[config.mk]
export PLATFORM = sky130hd
export DESIGN_NAME = bram_lut_reader
export DESIGN_NICKNAME = d
export VERILOG_FILES = /design/src/rtl/bram_lut_reader.sv
export SDC_FILE = /design/constraint.sdc
export NUM_CORES = 1
export LEC_CHECK = 0
export CAP_MARGIN = 15
export CORE_ASPECT_RATIO = 0.6
export CORE_MARGIN = 10
export CORE_UTILIZATION = 51
export CTS_CLUSTER_DIAMETER = 150
export CTS_CLUSTER_SIZE = 28
export DETAILED_ROUTE_END_ITERATION = 8
export HOLD_SLACK_MARGIN = 0.06
export PLACE_DENSITY = 0.92
export SETUP_SLACK_MARGIN = 0.3
export SYNTH_ARGS = -nofsm -noshare
export SYNTH_HDL_FRONTEND = slang
export SYNTH_SLANG_ARGS = --single-unit
[constraint.sdc]
create_clock -name clk -period 6.9 [get_ports clk]
set_input_delay 1.38 -clock clk [delete_from_list [all_inputs] [get_ports clk]]
set_output_delay 1.38 -clock clk [all_outputs]
set_load 0.005 [all_outputs]
[src/rtl/bram_lut_reader.sv]
// -----------------------------------------------------------------------------
// bram_lut_reader
//   Read-side lookup engine for a product table held in a dual-port BRAM.
//   Once the table writer raises table_ready, operand pairs are accepted over
//   a valid/ready handshake, turned into port-B read addresses {dataA,dataB},
//   and the returning BRAM words are buffered in a small first-word-fall-
//   through FIFO so downstream back-pressure never drops a product.
//
// Ports
//   clk, rst         rising-edge clock, synchronous active-high reset
//   table_ready      BRAM table holds valid products
//   in_valid/ready   operand handshake, dataA (addr MSBs) / dataB (addr LSBs)
//   web, addrb, dinb BRAM port B (read only: web=0, dinb=0)
//   doutb            BRAM port-B read data, READ_LAT clocks after addrb
//   out_valid/ready  product handshake, dataC = doutb[2*DATA_WIDTH-1:0]
//   busy             lookups in flight or buffered
//   lookup_count     products delivered since reset (wraps at 2^16)
// -----------------------------------------------------------------------------
module bram_lut_reader #(
    parameter int DATA_WIDTH = 4,
    parameter int BRAM_WIDTH = 18,
    parameter int BRAM_ADDR  = 12,
    parameter int READ_LAT   = 1,
    parameter int FIFO_DEPTH = 4
) (
    input  logic                    clk,
    input  logic                    rst,
    input  logic                    table_ready,
    input  logic                    in_valid,
    output logic                    in_ready,
    input  logic [DATA_WIDTH-1:0]   dataA,
    input  logic [DATA_WIDTH-1:0]   dataB,
    output logic                    web,
    output logic [BRAM_ADDR-1:0]    addrb,
    output logic [BRAM_WIDTH-1:0]   dinb,
    input  logic [BRAM_WIDTH-1:0]   doutb,
    output logic                    out_valid,
    input  logic                    out_ready,
    output logic [2*DATA_WIDTH-1:0] dataC,
    output logic                    busy,
    output logic [15:0]             lookup_count
);

    localparam int PW = 2 * DATA_WIDTH;
    localparam int AW = (FIFO_DEPTH > 1) ? $clog2(FIFO_DEPTH) : 1;
    localparam int CW = AW + 1;

    typedef enum logic [1:0] {
        WAIT_TABLE = 2'd0,
        RUN        = 2'd1,
        DRAIN      = 2'd2
    } state_t;

    state_t                state_q, state_d;
    // vld_pipe_q[0] : address register stage, [1..READ_LAT] : BRAM latency
    logic [READ_LAT:0]     vld_pipe_q, vld_pipe_d;
    logic [BRAM_ADDR-1:0]  addrb_q, addrb_d;
    logic [AW-1:0]         wr_ptr_q, wr_ptr_d;
    logic [AW-1:0]         rd_ptr_q, rd_ptr_d;
    logic [CW-1:0]         count_q, count_d;
    logic [15:0]           lookup_count_q, lookup_count_d;
    logic [PW-1:0]         fifo_mem_q [FIFO_DEPTH];

    logic                  fire_in;
    logic                  push;
    logic                  pop;
    logic                  empty;
    logic [CW-1:0]         inflight;
    logic [CW:0]           credit_used;

    always_comb begin
        inflight = '0;
        for (int i = 0; i <= READ_LAT; i++) begin
            inflight = inflight + CW'(vld_pipe_q[i]);
        end
    end

    assign empty       = (count_q == '0);
    assign credit_used = {1'b0, inflight} + {1'b0, count_q};
    // Credit rule: every read in flight already owns a FIFO slot, so the
    // returning word can always be captured without checking for full.
    assign in_ready    = (state_q == RUN) && (credit_used < (CW+1)'(FIFO_DEPTH));
    assign fire_in     = in_valid & in_ready;
    assign push        = vld_pipe_q[READ_LAT];
    assign pop         = out_valid & out_ready;

    always_comb begin
        state_d        = state_q;
        vld_pipe_d     = '0;
        addrb_d        = addrb_q;
        wr_ptr_d       = wr_ptr_q;
        rd_ptr_d       = rd_ptr_q;
        count_d        = count_q;
        lookup_count_d = lookup_count_q;

        case (state_q)
            WAIT_TABLE: if (table_ready) state_d = RUN;
            RUN:        if (!table_ready) state_d = DRAIN;
            DRAIN:      if (inflight == '0 && empty) state_d = WAIT_TABLE;
            default:    state_d = WAIT_TABLE;
        endcase

        vld_pipe_d[0] = fire_in;
        for (int i = 1; i <= READ_LAT; i++) begin
            vld_pipe_d[i] = vld_pipe_q[i-1];
        end

        if (fire_in) addrb_d = BRAM_ADDR'({dataA, dataB});

        if (push) wr_ptr_d = wr_ptr_q + AW'(1);
        if (pop) begin
            rd_ptr_d       = rd_ptr_q + AW'(1);
            lookup_count_d = lookup_count_q + 16'd1;
        end
        count_d = count_q + CW'(push) - CW'(pop);
    end

    always_ff @(posedge clk) begin
        if (rst) begin
            state_q        <= WAIT_TABLE;
            vld_pipe_q     <= '0;
            addrb_q        <= '0;
            wr_ptr_q       <= '0;
            rd_ptr_q       <= '0;
            count_q        <= '0;
            lookup_count_q <= '0;
        end else begin
            state_q        <= state_d;
            vld_pipe_q     <= vld_pipe_d;
            addrb_q        <= addrb_d;
            wr_ptr_q       <= wr_ptr_d;
            rd_ptr_q       <= rd_ptr_d;
            count_q        <= count_d;
            lookup_count_q <= lookup_count_d;
        end
    end

    // Storage needs no reset: pointers and count define which entries are live.
    always_ff @(posedge clk) begin
        if (push) fifo_mem_q[wr_ptr_q] <= doutb[PW-1:0];
    end

    generate
        if (BRAM_WIDTH > PW) begin : g_unused_hi
            logic unused_doutb_hi;
            assign unused_doutb_hi = ^doutb[BRAM_WIDTH-1:PW];
        end
    endgenerate

    assign out_valid    = !empty;
    // Head entry is forced to zero when empty so stale words never show.
    assign dataC        = empty ? '0 : fifo_mem_q[rd_ptr_q];
    assign busy         = (inflight != '0) || !empty;
    assign addrb        = addrb_q;
    assign web          = 1'b0;
    assign dinb         = '0;
    assign lookup_count = lookup_count_q;

endmodule

Word-level counts from Yosys, hierarchy flattened
Memories as Yosys holds them, arrays and structs flattened. A register that Yosys moved wholly into a read port is not among the register bits.
Index checks and enable logic that the tools add are counted.

storage, ports and cells
  bits in latches = 0
  register bits = 35
  logic and storage cells = 41
  memories = 1
  ROM bits = 0
  bits in writable memories = 32
  output and inout bits = 58

cells by class
  add/subtract/negate cells = 7
  bitwise gates (word level) = 2
  eq/ne operators = 5
  reduce and logical (&&, ||, !) cells = 9
  magnitude comparators = 1
  div/mod/pow operators = 0
  mux-type cells = 9
  shift-type cells = 0
  $mul = 0

memories
  memory      depth  bits a word  read ports  clocked after Yosys merged registers in  wr ports  RTL line  text
  fifo_mem_q  4      8            1           1                                        1         62        logic [PW-1:0] fifo_mem_q [FIFO_DEPTH];

operators with widths
  cell                                                 number
  adder 16 x 1 -> 16 bit, second input constant        1
  2-to-1 mux 2 bit                                     5
  2-to-1 mux 8 bit                                     1
  zero test 3 bit                                      2
  inequality test 2 bit, second input constant         3
  case mux 2 bit (3 select lines)                      1
  adder 2 x 1 -> 2 bit, second input constant          2
  adder 2 x 3 -> 4 bit                                 1
  < comparator 4 x 3 -> 1 bit, second input constant   1
  adder 3 x 1 -> 3 bit                                 1
  AND reduction 3 bit                                  1
  nonzero test 3 bit                                   1
  subtractor 3 x 1 -> 3 bit                            1
  adder 1 x 1 -> 2 bit                                 1
  AND 1 bit                                            2
  equality test 2 x 1 -> 1 bit, second input constant  1
  equality test 2 bit, second input constant           1
  logical AND 1 bit                                    2
  zero test 2 bit                                      1
  2-to-1 mux 1 bit                                     2
  zero test 1 bit                                      1
  logical OR 1 bit                                     1

Longest topological paths before layout
Gate-level depths: netlist (run 1).

  depth in word-level cells = 5
  mapped depth = 9
  gate-level depth less buffers = 9

Worst setup path before layout (run 1)
Ideal clock, no wire load.

  kind = input port to flip-flop
  start point = input out_ready
  end point = register count_q[2]
  slack = 3.993 ns
  arrival = 2.780 ns
  path buffers = 0
  data required time = 6.772 ns
  stages = 9
  library setup time = 0.128 ns
  cells stage by stage = o31ai_4 > inv_2 > ha_1 > inv_1 > ha_1 > fa_1 > xnor2_1 > xnor2_1 > nor2_1

on the way
  cells in the longest elaborated chain, start to end = 2

ends and longest elaborated chain
  what                       RTL line  text
  from (decl)                38        input logic out_ready,
  AND 1 bit                  85        assign pop = out_valid & out_ready;
  via pop                    66        logic pop;
  subtractor 3 x 1 -> 3 bit  115       count_d = count_q + CW'(push) - CW'(pop);
  to (signal assigned)       133       count_q <= count_d;
  to (decl)                  60        logic [CW-1:0] count_q, count_d;

The timed path passes the listed nets, and every way through them passes these cells.
A chain may end at the register's enable or synchronous reset.

==> results.cfg, run 1 <==
[run_status]
outcome = finished, final reports clean

[clocking]
worst_skew_pair.late_latency_ns = 0.35
clock_path_buffers = 2
cts_resized = 0
postCtsSetupBuffers = 0
cts_tree = built
htree_levels = 3
clkTransAtPathRegs_ns = 0.07
hold_buffers = 0
numCtsBuffers = 9
cts_sinks = 69
root_buffer = clkbuf_8

[power]
p_per_area_mw_per_mm2 = 308
power_uw = 1190
peakVddDrop_mv = 0.157
p_leak_uw = 0.00148

[sta]
rsz0062_at_grt = false
final_hold_viol_count = 0
fin_crit_ns = 3.60
finalSetupViolations = 0
tns_ns = 0
slew_headroom = 0.605
max_freq_mhz = 278
final_max_slew_viol_count = 0
hold_slack_ns = 0.445
skew_ns = 0.00983
finalCritPeriodShare = 0.522
tightest_slew_ns = 0.589

[final_layout]
final_nets = 352
nFillCells = 450
layout-drive-gt1-share = 0.121
final_common_cell = clkdlybuf4s50_1
final_cells = 395
multi_input_area_mm2 = 0.00122
ff_latch_area_mm2 = 0.00170
final_cell_mix = 55 x clkdlybuf4s50_1, 37 x dfxtp_1, 33 x nor2_1
syn_to_final_growth_pct = 24.9
diodes = 0

[global_route]
grt_pass1_vias = 1950
grt_pass1_wl_mm = 9.76
gr-total-overflow = 0
antenna_found_initial = 0
grt_usage = 0.130
grt_max_degree = 41

[detailed_routing]
finalWirelength_mm = 6.12
vias_per_cell = 4.84
drtAntennaViolNets = 0
dr.first_iter.drc_count = 89
vias = 1913
drt_pass1_iterations = 4
wl_per_cell_um = 15.5
drc = 0

[setup_path]
critPathKind = flip-flop to output pin
crit_family = flip-flops
critPathBufInv = 1
cp.required_ns = 5.52
cp_max_fo = 8
arrival_ns = 2.22
crit_path_end_kind = output pin
rr_startpoint = count_q[1]$_SDFF_PP0_
startpoint_type = flip-flop
slowest_stage = dfxtp_1
crit_chain = mux4_2, and2_1, clkdlybuf4s50_1
crit_path_max_incr_delay_ns = 0.65

[logic_synthesis]
synth_async_sr_flop_share = 0
ys_ff_latch = 69
synth_cell_types = 41
avgSynthCellArea_um2 = 12.3
yosysTopAreaCell = edfxtp_1
ys_warn_count = 0
synth.top_cell.area_share = 0.311
yosysSeqAreaShare = 0.551
synth_cells = 251
syn_area_mm2 = 0.00309
synth.area.top_cells = edfxtp_1 31%, dfxtp_1 24%, buf_4 5.8%
synth-edff-count = 32
ys.flop_type = dfxtp_1

[placed_design]
portBuffers = 55
dpl.cell_count = 379
dp_hpwl_mm = 4.67
gp_congestion = 0.763

[flow_run]
maxCapViolations = 0

[worst_hold_path]
worstHoldPathType = flip-flop to flip-flop
worstHoldStart = state_q[1]$_SDFFE_PP0P_

[floorplanning]
coreArea_mm2 = 0.00573
start_util = 0.539
die_h_um = 80.3
fp.dieW_um = 120
die-area_mm2 = 0.00967
rows = 21
ios = 89
-- worst register-to-register path: cells and delay by family (launching register included) --
| family | cells | cell delay, ns |
|---|---|---|
| buffers and inverters | 2 | 0.19 |
| xor gates and xnor gates | 2 | 0.36 |
| and+or+nand+nor | 1 | 0.05 |
| adders and majority gates | 3 | 0.87 |
| DFF | 1 | 0.41 |
| AOI/OAI and AO/OA | 1 | 0.44 |
-- synthesized netlist by cell type (2+ instances only) --
| library cell | n |
|---|---|
| edfxtp_1 | 32 |
| mux4_2 | 8 |
| buf_4 | 24 |
| ha_1 | 10 |
| dfxtp_1 | 37 |
| and3_1 | 4 |
| mux2_2 | 2 |
| a21oi_1 | 6 |
| nor3_4 | 2 |
| nand3_1 | 6 |
| nor2b_1 | 4 |
| xnor2_1 | 12 |
| clkbuf_1 | 4 |
| inv_1 | 10 |
| nor4_1 | 3 |
| nor2_1 | 33 |
| nand2_1 | 7 |
| and2_1 | 12 |
| nor3_1 | 2 |
| nor3b_1 | 2 |
| mux2i_1 | 9 |
| xor2_1 | 2 |
| nand2b_1 | 2 |
-- state kept, by name, summed over array words and instances, names as in the netlist, named ones only --
signal	count
fifo_mem_q	32
lookup_count	16
addrb	8
count_q	3
rd_ptr_q	2
state_q	2
vld_pipe_q	2
wr_ptr_q	2
-- power breakdown --
| part | switching [µW] | internal (µW) |
|---|---|---|
| registers | 43.6 | 451 |
| clock network | 150 | 241 |
| logic | 126 | 178 |
-- layer usage --
metal  up-vias  wire (µm)  GRT usage
met4         0         72     0.0504
met5         -          0          0
li1        940          -          -
met3         9        587     0.0747
met2        61       2900      0.201
met1       903       2560      0.146
-- stage by stage --
stage                util  instance area, µm²  worst slack [ns]
floorplan               -                3170              3.99
global placement    0.632                3620              3.39
detailed placement  0.632                3620              3.33
CTS                 0.673                3860              3.24
global route        0.673                3860              3.08
finish              0.673                3860              3.30
-- area by class of cell --
type | count | area share
Timing Repair Buffer | 56 | 0.145
Multi-Input combinational cell | 163 | 0.316
Clock inverter | 6 | 0.0289
Clock buffer | 10 | 0.0331
Tap cell | 80 | 0.0259
Sequential cell | 69 | 0.441
Inverter | 11 | 0.0107
-- cell families after synthesis --
group | Yosys count | share of synthesized area
compound gates | 10 | 0.0239
fa+ha+maj | 11 | 0.0470
other cells | 1 | 0.00121
simple gates | 85 | 0.156
xor+xnor | 14 | 0.0397
buf+inv | 41 | 0.0818
flops | 69 | 0.551
mux | 20 | 0.0996
-- worst paths after layout --
| kind | end | slack, ns | cells past startpoint |
|---|---|---|---|
| min reg2reg | state_q[0]$_SDFFE_PP0P_ | 0.45 | 1 |
| max reg2reg | count_q[2]$_SDFF_PP0_ | 4.47 | 9 |
| max | dataC[0] | 3.30 | 3 |
| min | state_q[0]$_SDFFE_PP0P_ | 0.45 | 1 |
(Power assumes the default switching activity.)
==> run 2: changes to the inputs <==
--- a/config.mk
+++ b/config.mk
@@ -8,12 +8,12 @@
 export CAP_MARGIN = 15
 export CORE_ASPECT_RATIO = 0.6
 export CORE_MARGIN = 10
-export CORE_UTILIZATION = 51
+export CORE_UTILIZATION = 47
 export CTS_CLUSTER_DIAMETER = 150
 export CTS_CLUSTER_SIZE = 28
 export DETAILED_ROUTE_END_ITERATION = 8
 export HOLD_SLACK_MARGIN = 0.06
-export PLACE_DENSITY = 0.92
+export PLACE_DENSITY = 0.86
 export SETUP_SLACK_MARGIN = 0.3
 export SYNTH_ARGS = -nofsm -noshare
 export SYNTH_HDL_FRONTEND = slang
==> constraint.sdc (replaced) <==
create_clock -name clk -period 3.4 [get_ports clk]
set_input_delay 0.68 -clock clk [delete_from_list [all_inputs] [get_ports clk]]
set_output_delay 0.68 -clock clk [all_outputs]
set_load 0.005 [all_outputs]
==> run 2 against run 1 <==
  * Sequential power increased by 100%
  * Global-route usage down 0.87 points
  * Critical path type unchanged
  * Via count fell by 1.7%
  * Clock power grew 55%
  * Clock-buffer cell count increased by 1
  * First-iteration DRC count is 10% higher
  * Die area is 6.7% higher
  * Critical path depth is 2 higher
  * Clock skew rose by 0.00065 ns
==> results.cfg, run 2 (same netlist as run 1, synthesis figures left out) <==
[clocking]
hold_buffers = 0
cts_sinks = 69
postCtsSetupBuffers = 0
htree_levels = 3
clkTransAtPathRegs_ns = 0.07
clock_path_buffers = 2
root_buffer = clkbuf_8
cts_resized = 0
numCtsBuffers = 9
cts_tree = built
worst_skew_pair.late_latency_ns = 0.34

[sta]
rsz0062_at_grt = false
final_max_slew_viol_count = 0
tightest_slew_ns = 0.631
final_hold_viol_count = 0
max_freq_mhz = 344
hold_slack_ns = 0.456
fin_crit_ns = 2.91
slew_headroom = 0.577
tns_ns = 0
skew_ns = 0.0105
finalCritPeriodShare = 0.856
finalSetupViolations = 0

[floorplanning]
die-area_mm2 = 0.0103
rows = 22
die_h_um = 82.8
ios = 89
coreArea_mm2 = 0.00625
start_util = 0.494
fp.dieW_um = 125

[setup_path]
cp_max_fo = 9
critPathKind = flip-flop to output pin
arrival_ns = 2.23
rr_startpoint = count_q[1]$_SDFF_PP0_
startpoint_type = flip-flop
crit_start = vld_pipe_q[1]$_SDFF_PP0_
cp.required_ns = 2.72
crit_path_end_kind = output pin

[final_layout]
nFillCells = 508
final_nets = 352
final_cells = 399
largest_reg_flops = 32
syn_to_final_growth_pct = 23.3
diodes = 0
final_common_cell = clkdlybuf4s50_1
layout-drive-gt1-share = 0.121
final_cell_mix = 55 x clkdlybuf4s50_1, 37 x dfxtp_1, 33 x nor2_1
regMostFlops = fifo_mem_q

[run_status]
outcome = finished, final reports clean

[power]
peakVddDrop_mv = 0.304
pwr-share-comb = 0.279
seq_power_share = 0.449
p_leak_uw = 0.00145
netSwitchingFraction = 0.291
internal_power_uw = 1580
clkPwrFrac = 0.272
p_per_area_mw_per_mm2 = 587
p_sw_uw = 650

[placed_design]
portBuffers = 55
dp_hpwl_mm = 4.68
dpl.cell_count = 383
gp_congestion = 0.764

[worst_hold_path]
worstHoldPathType = flip-flop to flip-flop
worstHoldStart = state_q[1]$_SDFFE_PP0P_

[detailed_routing]
dr.first_iter.drc_count = 98
drc = 0
drtAntennaViolNets = 0
vias = 1880
finalWirelength_mm = 6.19
vias_per_cell = 4.71
drt_pass1_iterations = 6
wl_per_cell_um = 15.5

[global_route]
gr-total-overflow = 0
grt_usage = 0.121
grt_pass1_vias = 1971
grt_max_degree = 28
antenna_found_initial = 0
grt_pass1_wl_mm = 10.2

[flow_run]
maxCapViolations = 0
==> run 2: per-layer routing <==
layer,routed length (µm),vias to the layer above,GRT usage
met5,0,-,0
li1,-,935,-
met4,14,0,0.0283
met3,603,2,0.0768
met2,3000,52,0.190
met1,2570,891,0.136
==> run 2: path summary, 6_finish.rpt <==
path	endpoint	depth (start not counted)	slack (ns)
hold reg to reg	state_q[0]$_SDFFE_PP0P_	1	0.46
setup reg to reg	count_q[2]$_SDFF_PP0_	9	0.98
setup / recovery	in_ready	5	0.49
hold / removal	state_q[0]$_SDFFE_PP0P_	1	0.46
==> run 2: power by group through the flow <==
stage	combinational, µW	sequential [µW]	clock, µW
finish	623	1000	608
global route	691	1020	675
CTS	629	1010	629
detailed placement	623	1020	0
global placement	607	1020	0
floorplan	387	984	0
==> run 2: worst max-delay path, cell delays in order, from the launching register on <==
cell and delay (ns):
dfxtp_1 0.50, ha_1 0.21, ha_1 0.21, and3_1 0.19, nor4_1 0.20, clkdlybuf4s50_1 0.58
==> run 2: through the flow <==
stage	area [µm²]	util	worst slack [ns]	total power [µW]
after CTS	3810	0.610	0.428	2260
after floorplan	3170	-	1.19	1370
after global routing	3810	0.610	0.306	2380
final	3810	0.610	0.489	2240
after global placement	3620	0.580	0.611	1630
after detailed placement	3620	0.580	0.548	1650
==> run 2: cell type report <==
cell class,instances,area [µm²],area share
multi-input cells,163,1220,0.320
clock inverters,5,33.8,0.00887
well taps,84,105,0.0276
repair buffers,56,558,0.146
clock buffers,11,153,0.0401
inverters,11,41.3,0.0108
flip-flops and latches,69,1700,0.447
==> run 3: changes to the inputs <==
--- a/config.mk
+++ b/config.mk
@@ -15,6 +15,7 @@
 export HOLD_SLACK_MARGIN = 0.06
 export PLACE_DENSITY = 0.86
 export SETUP_SLACK_MARGIN = 0.3
+export SLEW_MARGIN = 30
 export SYNTH_ARGS = -nofsm -noshare
 export SYNTH_HDL_FRONTEND = slang
 export SYNTH_SLANG_ARGS = --single-unit
==> results of run 3 <==
No change in the layout: final DEF, timing and power equal those of run 2.
